$ cat src/rtl/uart_rx_fifo.sv
// uart_rx_fifo: 8N1 serial receiver feeding a small first-word-fall-through
// byte FIFO. Exposes the head byte, a non-empty flag and sticky
// overrun / framing error flags.
//
// state   | meaning
// --------+-----------------------------------------------------------
// S_IDLE  | line idle, waiting for a low level on the synchronised rx
// S_START | counting to mid start bit to confirm it is not a glitch
// S_DATA  | sampling 8 data bits, LSB first, one per bit period
// S_STOP  | sampling the stop bit; push on high, framing error on low
// S_BREAK | line held low after a bad stop bit; wait for it to go high
`timescale 1ns/1ps
module uart_rx_fifo #(
    parameter int ClkPerBit = 868,
    parameter int Depth     = 4
) (
    input  logic       clk,
    input  logic       reset,
    input  logic       rx,
    input  logic       pop,
    input  logic       clr_err,
    output logic [7:0] data,
    output logic       valid,
    output logic       overrun,
    output logic       frame_err
);

    localparam int CW = $clog2(ClkPerBit);
    localparam int PW = $clog2(Depth);
    localparam int NW = PW + 1;

    localparam logic [CW-1:0] HALF_M1 = CW'(ClkPerBit / 2 - 1);
    localparam logic [CW-1:0] FULL_M1 = CW'(ClkPerBit - 1);
    localparam logic [NW-1:0] DEPTH_N = NW'(Depth);

    localparam logic [2:0] S_IDLE  = 3'd0;
    localparam logic [2:0] S_START = 3'd1;
    localparam logic [2:0] S_DATA  = 3'd2;
    localparam logic [2:0] S_STOP  = 3'd3;
    localparam logic [2:0] S_BREAK = 3'd4;

    logic          rx_meta_q, rx_s_q;
    logic [2:0]    state_q, state_d;
    logic [CW-1:0] cnt_q, cnt_d;
    logic [2:0]    bit_idx_q, bit_idx_d;
    logic [7:0]    shift_q, shift_d;
    logic          push, frame_set;

    logic [7:0]    mem [Depth];
    logic [PW-1:0] wr_ptr_q, wr_ptr_d, rd_ptr_q, rd_ptr_d;
    logic [NW-1:0] count_q, count_d;
    logic          overrun_q, overrun_d, frame_err_q, frame_err_d;
    logic          do_push, do_pop, full, ovr_set;

    // Two-flop synchroniser for the asynchronous rx line; idles high.
    always_ff @(posedge clk or posedge reset) begin
        if (reset) begin
            rx_meta_q <= 1'b1;
            rx_s_q    <= 1'b1;
        end else begin
            rx_meta_q <= rx;
            rx_s_q    <= rx_meta_q;
        end
    end

    // Receiver next-state: bit timing, sampling and frame completion.
    always_comb begin
        state_d   = state_q;
        cnt_d     = cnt_q;
        bit_idx_d = bit_idx_q;
        shift_d   = shift_q;
        push      = 1'b0;
        frame_set = 1'b0;
        case (state_q)
            S_IDLE: begin
                if (!rx_s_q) begin
                    cnt_d   = '0;
                    state_d = S_START;
                end
            end
            S_START: begin
                if (cnt_q == HALF_M1) begin
                    cnt_d     = '0;
                    bit_idx_d = '0;
                    state_d   = rx_s_q ? S_IDLE : S_DATA;
                end else begin
                    cnt_d = cnt_q + CW'(1);
                end
            end
            S_DATA: begin
                if (cnt_q == FULL_M1) begin
                    cnt_d     = '0;
                    shift_d   = {rx_s_q, shift_q[7:1]};
                    bit_idx_d = bit_idx_q + 3'd1;
                    if (bit_idx_q == 3'd7) begin
                        state_d = S_STOP;
                    end
                end else begin
                    cnt_d = cnt_q + CW'(1);
                end
            end
            S_STOP: begin
                if (cnt_q == FULL_M1) begin
                    cnt_d = '0;
                    if (rx_s_q) begin
                        push    = 1'b1;
                        state_d = S_IDLE;
                    end else begin
                        frame_set = 1'b1;
                        state_d   = S_BREAK;
                    end
                end else begin
                    cnt_d = cnt_q + CW'(1);
                end
            end
            S_BREAK: begin
                if (rx_s_q) begin
                    state_d = S_IDLE;
                end
            end
            default: state_d = S_IDLE;
        endcase
    end

    // FIFO bookkeeping: a pop frees a slot for a same-cycle push when full.
    always_comb begin
        do_pop  = pop && (count_q != '0);
        full    = (count_q == DEPTH_N);
        do_push = push && (!full || do_pop);
        ovr_set = push && full && !do_pop;

        wr_ptr_d = do_push ? wr_ptr_q + PW'(1) : wr_ptr_q;
        rd_ptr_d = do_pop  ? rd_ptr_q + PW'(1) : rd_ptr_q;
        case ({do_push, do_pop})
            2'b10:   count_d = count_q + NW'(1);
            2'b01:   count_d = count_q - NW'(1);
            default: count_d = count_q;
        endcase

        overrun_d   = ovr_set   | (overrun_q   & ~clr_err);
        frame_err_d = frame_set | (frame_err_q & ~clr_err);
    end

    // Receiver and FIFO control registers.
    always_ff @(posedge clk or posedge reset) begin
        if (reset) begin
            state_q     <= S_IDLE;
            cnt_q       <= '0;
            bit_idx_q   <= '0;
            shift_q     <= '0;
            wr_ptr_q    <= '0;
            rd_ptr_q    <= '0;
            count_q     <= '0;
            overrun_q   <= 1'b0;
            frame_err_q <= 1'b0;
        end else begin
            state_q     <= state_d;
            cnt_q       <= cnt_d;
            bit_idx_q   <= bit_idx_d;
            shift_q     <= shift_d;
            wr_ptr_q    <= wr_ptr_d;
            rd_ptr_q    <= rd_ptr_d;
            count_q     <= count_d;
            overrun_q   <= overrun_d;
            frame_err_q <= frame_err_d;
        end
    end

    // Storage array; contents need no reset since reads are gated by count.
    always_ff @(posedge clk) begin
        if (do_push) begin
            mem[wr_ptr_q] <= shift_q;
        end
    end

    assign valid     = (count_q != '0);
    assign data      = valid ? mem[rd_ptr_q] : 8'h00;
    assign overrun   = overrun_q;
    assign frame_err = frame_err_q;

endmodule

$ cat config.mk
export PLATFORM = sky130hd
export DESIGN_NAME = uart_rx_fifo
export DESIGN_NICKNAME = d
export VERILOG_FILES = /design/src/rtl/uart_rx_fifo.sv
export SDC_FILE = /design/constraint.sdc
export NUM_CORES = 1
export LEC_CHECK = 0
export CAP_MARGIN = 10
export CORE_ASPECT_RATIO = 1.1
export CORE_MARGIN = 4
export CORE_UTILIZATION = 30
export DETAILED_ROUTE_END_ITERATION = 7
export PLACE_DENSITY = 0.43
export SYNTH_ARGS = -nofsm -noshare
export SYNTH_HDL_FRONTEND = slang
export SYNTH_SLANG_ARGS = --single-unit
$ cat constraint.sdc
create_clock -name clk -period 2.87 [get_ports clk]
set_input_delay 0.287 -clock clk [delete_from_list [all_inputs] [get_ports clk]]
set_output_delay 0.287 -clock clk [all_outputs]
set_load 0.01 [all_outputs]
-- Word level (Yosys, flattened, before mapping)
Memory sizes are Yosys's and may differ from the RTL's.
Index checks and enable logic that the tools add are counted.
- reduce and logical (&&, ||, !) cells: 17
- add/sub/neg operators: 6
- equality and inequality tests: 16
- bitwise logic cells: 5
- multiplexer cells: 26
- operators by type and width (operator ; count):
    $mux 10 ; 3
    $pmux 10 s3 ; 1
    $mux 3 ; 9
    $pmux 3 s5 ; 1
    $ne 2x2->1 const B ; 6
    $pmux 3 s2 ; 2
    $add 10x1->10 const B ; 1
    $eq 10x10->1 const B ; 1
    $eq 10x9->1 const B ; 1
    $eq 3x3->1 const B ; 3
    $mux 1 ; 8
    $mux 8 ; 1
    $add 3x1->3 const B ; 2
    $eq 3x2->1 const B ; 2
    $reduce_and 6->1 ; 1
    $reduce_bool 3->1 ; 2
    $add 2x1->2 const B ; 2
    $logic_and 1x1->1 ; 4
    $reduce_and 2->1 ; 2
    $reduce_bool 2->1 ; 2
    $eq 3x1->1 const B ; 1
    $logic_not 3->1 ; 1
    $reduce_and 3->1 ; 1
    $sub 3x1->3 const B ; 1
    other kinds (9) ; 12
- input bits: 5
- memories kept: 1
- logic and storage cells: 82
- memory bits (writable): 32
- flip-flop bits (word level): 35
- memories (name ; depth ; width ; rd ports ; clocked after Yosys merged registers in ; write ports ; RTL line ; source):
    mem ; 4 ; 8 ; 1 ; 0 ; 1 ; 49 ; logic [7:0] mem [Depth];

-- Longest topological paths before layout
- depth in word-level cells: 6
- mapped depth: 8
- depth with buffers taken out: 8

-- Least setup slack after synthesis
OpenSTA, ideal clock, no wires.
- kind: register -> register
- from: register cnt_q[0]
- to: register count_q[2]
- stages on the path, launching flop included: 9
- buffers on the path: 0
- arrival time: 2.020 ns
- clock period less this slack: 2.142 ns
- data required time: 2.747 ns
- slack: 0.728 ns
- cell sequence: dfrtp_1 > ha_1 > nor4bb_4 > and4_4 > nor2_1 > fa_1 > nor3_1 > a31oi_1 > xnor2_1
- longest elaborated chain between the ends: 6
- RTL lines (element ; RTL line ; source):
    start: declaration ; 44 ; logic [CW-1:0] cnt_q, cnt_d;
    start signal: assignment ; 158 ; cnt_q <= cnt_d;
    $eq 10x10->1 (*) ; 103 ; if (cnt_q == FULL_M1) begin
    $mux 1 (*) ; 103 ;
    $mux 1 (*) ; 74 ; case (state_q)
    $logic_and 1x1->1 (*) ; 129 ; do_push = push && (!full || do_pop);
    $eq 2x1->1 or $eq 2x2->1 (tied branches) ; 134 ; case ({do_push, do_pop})
    $pmux 3 s2 or $reduce_bool 2->1 (tied branches) ; -- ;
    end signal: assignment ; 163 ; count_q <= count_d;
    end: declaration ; 51 ; logic [NW-1:0] count_q, count_d;
Mark *: on every way between the ends. The rest lies on a longest branch, timed or not.
A chain may end at the register's enable or synchronous reset.

-- Worst setup path in the final report
- from: register rd_ptr_q[0]
- to: output data[7]
- longest elaborated chain between the ends: 2
- RTL lines (element ; RTL line ; source):
    start: declaration ; 50 ; logic [PW-1:0] wr_ptr_q, wr_ptr_d, rd_ptr_q, rd_ptr_d;
    start signal: assignment ; 162 ; rd_ptr_q <= rd_ptr_d;
    $mem_v2 4x8 ; -- ;
    $mux 8 ; 177 ; assign data = valid ? mem[rd_ptr_q] : 8'h00;
    end: declaration ; 22 ; output logic [7:0] data,
No other way between the ends.

==> results list <==
- Critical path capture point type: output port
- Vias per Instance: 4.83
* Number of global-route vias before repair: around 1800
* R2r worst-path depth: 8
- Register-to-register setup slack: around 540 ps
- Worst Setup EP: data[7]
- Layout Nets: 258
- In this run the mean area of a mapped cell was 13.9 um^2.
* Synthesized Nets: between 200 and 250
- Worst min-delay path category: in2async
* Die Y: 115 um
* Remaining global-route overflow: 0
* Least-Margin Pin Slew: 721 ps
- Signal arrival time at the worst endpoint: 2280 ps
- Adder-cell area share of the yosys netlist: 3.87%
- Largest net degree at the start of global routing: 36
- The count of endpoints failing hold in the final timing report is 0.
- After detailed routing, the number of remaining DRC violations is 0.
- The region available for standard cell placement spans 9980 um^2.
- CTS saw 67 sinks.
- In the synthesized netlist the dominant register cell turns out to be sky130_fd_sc_hd__dfrtp_1.
- ANT cells: 0
- Reg2reg start: cnt_q[0]
- Deepest level of the CTS H-tree: 3
* HPWL after DPL: 4000 um
- Average detailed-routed wire length per instance: 15.8 um
* Largest family of logic cells by synthesized area: simple AND/OR/NAND/NOR gates
- The clock period could shrink to about 2600 ps.
* Fin. max-slew vios: 0
- Adding up every negative setup slack in the final design gives 0 ps.
* Post-synth EDFFs: 32
* CTS tree: yes
- On the final layout, the worst clock skew is 6.85 ps.
- Simple-gate share of the synthesized area: 16.3%
- The Yosys step of the flow raised 0 warnings.
- After synthesis, the share of cell area in mux cells is roughly a tenth.
- Initial antenna violation count: 0
* Commonest cells after routing, fill and taps aside: 33 x sky130_fd_sc_hd__dfrtp_1, 32 x sky130_fd_sc_hd__edfxtp_1, 15 x sky130_fd_sc_hd__clkdlybuf4s50_1
- Max Fanout on Critical Path: 9
* TritonRoute pass-1 iters: 4
* Async set-or-reset flop fraction in the synthesized netlist: 52.2%
* Critical path data required time: 2580 ps
* Root buffer selected by CTS: sky130_fd_sc_hd__clkbuf_8
* Quantity of gates resized following cts: 0
- Leaving out fill and tap cells, the most frequent cell in the layout is sky130_fd_sc_hd__dfrtp_1.
- Status: finished, final reports clean
* TritonCTS buffer count: 9
- Kind of critical path: reg2out
- Number of distinct library cells after synthesis: 55
- In the finished design, the share of the clock period the worst path needs comes to 89.3%.
- Tightest slew margin relative to the limit: 51.3%
- Total of hold buffers inserted after clock tree synthesis: 0
- Number of input and output port buffers inserted: 15
* Routed Antenna Nets: 0
- Launching instance or port of the critical path: rd_ptr_q[0]
* Proportion of layout cells with a drive suffix above 1: a little over a fifth
* Initial core utilization: 31.1%
- Drt first-iter violations: 32
- I/O Pins: 16
* Count of final setup violators: 0
- Global-route usage over all layers: 10.5%
* Post-layout total power: around 1.8 mW
- Across the run, the number of max-cap violations was 0.
- For this block, the routed nets add up to 5820 um of wire.
* Wire length of the first global-routing pass: 9650 um
- After floorplanning, the core was divided into 38 placement rows.
- Counting flops and latches in the post-synthesis netlist gives 67.
- At the later pin of the worst-skew pair, clock insertion delay measures 330 ps.
- Static leakage: 1.49 nW
* Xor and xnor fraction of the mapped netlist area: 1.41%
- Core utilization of the finished layout: 35.7%
* Post-synthesis sequential area ratio: 59.3%
- Routability-driven placement finished with a final weighted congestion of 0.754.
* Maximum vdd drop: 233 uV
* Worst reg2reg path endpoint: count_q[2]
* Compound-gate portion of the synthesized area: ~7%
- Cell area after synthesis: 3100 um^2
- After clock tree synthesis, the clock-pin slew on the worst setup and hold paths is 70 ps.
- Die footprint: 12000 um^2
* Max Root-Sink Buffers: 2
- RSZ-0062 raised after global routing: no
- Total number of vias: 1783
- Measured along the x axis, the die boundary spans about 100 um.
- Derived from the worst setup path, the maximum achievable clock frequency is slightly below 0.4 GHz.
- Dividing total power by cell area gives a power density of 499 nW/um^2.
* Layout overhead on the synthesized area: 14.9%
- Cell count after synthesis: 223
- STA classifies the critical path startpoint as a flip-flop.
- Once the clock tree was built, the setup fixing pass inserted 0 buffers.
## logic make-up after synthesis
kind of cell	Yosys count
buf+inv	16
compound gates	32
flops	67
simple gates	77
mux	17
fa+ha+maj	9
xor+xnor	5
## synth_stat cells, types with 2 or more instances
cell type	instances	area (um^2)
sky130_fd_sc_hd__nor2b_1	3	18.8
sky130_fd_sc_hd__xnor2_1	4	35.0
sky130_fd_sc_hd__and2_2	4	30.0
sky130_fd_sc_hd__edfxtp_1	32	961
sky130_fd_sc_hd__a21oi_1	3	15.0
sky130_fd_sc_hd__dfrtp_1	33	826
sky130_fd_sc_hd__buf_6	2	22.5
sky130_fd_sc_hd__a31o_1	2	17.5
sky130_fd_sc_hd__inv_1	9	33.8
sky130_fd_sc_hd__clkbuf_1	3	11.3
sky130_fd_sc_hd__nor2_1	11	41.3
sky130_fd_sc_hd__a22o_1	4	35.0
sky130_fd_sc_hd__nand4_1	2	12.5
sky130_fd_sc_hd__dfstp_2	2	52.6
sky130_fd_sc_hd__nand2_1	12	45.0
sky130_fd_sc_hd__o21ai_0	10	50.1
sky130_fd_sc_hd__and3_2	3	22.5
sky130_fd_sc_hd__o21ai_1	2	10.0
sky130_fd_sc_hd__mux2_2	6	67.6
sky130_fd_sc_hd__or2_1	2	12.5
sky130_fd_sc_hd__nand3_1	8	40.0
sky130_fd_sc_hd__and3_1	2	12.5
sky130_fd_sc_hd__nor4bb_4	2	50.1
sky130_fd_sc_hd__and2_1	10	62.6
sky130_fd_sc_hd__mux4_2	8	180
sky130_fd_sc_hd__mux2_4	3	45.0
sky130_fd_sc_hd__ha_1	8	100
sky130_fd_sc_hd__nor3_1	2	10.0
sky130_fd_sc_hd__buf_2	2	10.0
sky130_fd_sc_hd__nand3b_1	2	15.0
sky130_fd_sc_hd__a31oi_1	2	12.5
sky130_fd_sc_hd__or4_1	2	15.0
## registers in the layout (all words and copies together), names as in the netlist
name / flops
rd_ptr_q: 2
rx_s_q: 1
count_q: 3
overrun: 1
frame_err: 1
rx_meta_q: 1
bit_idx_q: 3
cnt_q: 10
wr_ptr_q: 2
state_q: 3
mem: 32
shift_q: 8
## worst min path at each step
stage	endpoint	cells past startpoint	startpoint
floorplan	rx_meta_q	0	rx
global placement	rx_s_q	0	rx_meta_q
detailed placement	rx_s_q	0	rx_meta_q
CTS	rx_meta_q	1	rx
global route	rx_meta_q	1	rx
finish	bit_idx_q[1]	3	reset
## per-layer routing
layer	vias up	share of wire [%]	routed length, um	track usage [%]
met2	20	51	2960	18.1
li1	865	-	-	-
met5	-	0	0	0
met4	0	1.4	80	3.41
met3	7	3.2	184	3.67
met1	891	45	2600	12.3
## critical path, cell delays in order, from the launching register on
cell and delay, ps:
sky130_fd_sc_hd__dfrtp_1 720, sky130_fd_sc_hd__mux4_2 580, sky130_fd_sc_hd__and2_1 170, sky130_fd_sc_hd__clkdlybuf4s50_1 470
## where the power goes
part           total, mW  switching [mW]  internal [mW]
clock network      0.758           0.360          0.398
logic             0.0176          0.0115        0.00610
registers           1.00         0.00194           1.00
total               1.78           0.374           1.41
## stage by stage
| stage | setup slack, ps | cells | hold slack, ps | instance area, um^2 |
|---|---|---|---|---|
| after floorplan | 728 | 223 | 291 | 3100 |
| after global placement | 584 | 353 | 346 | 3370 |
| after detailed placement | 549 | 353 | 347 | 3370 |
| after CTS | 225 | 369 | 328 | 3560 |
| after global routing | 150 | 369 | 330 | 3560 |
| final | 308 | 369 | 349 | 3560 |
## layout make-up
cell class                 count  area (um^2)
multi-input combinational    140         1180
clock buffer                   9          124
sequential                    67         1840
inverter                       9         33.8
timing repair buffer          17          165
fill                         995         6420
clock inverter                 7         67.6
tap                          120          150
Power figures use the tool's default switching activity.
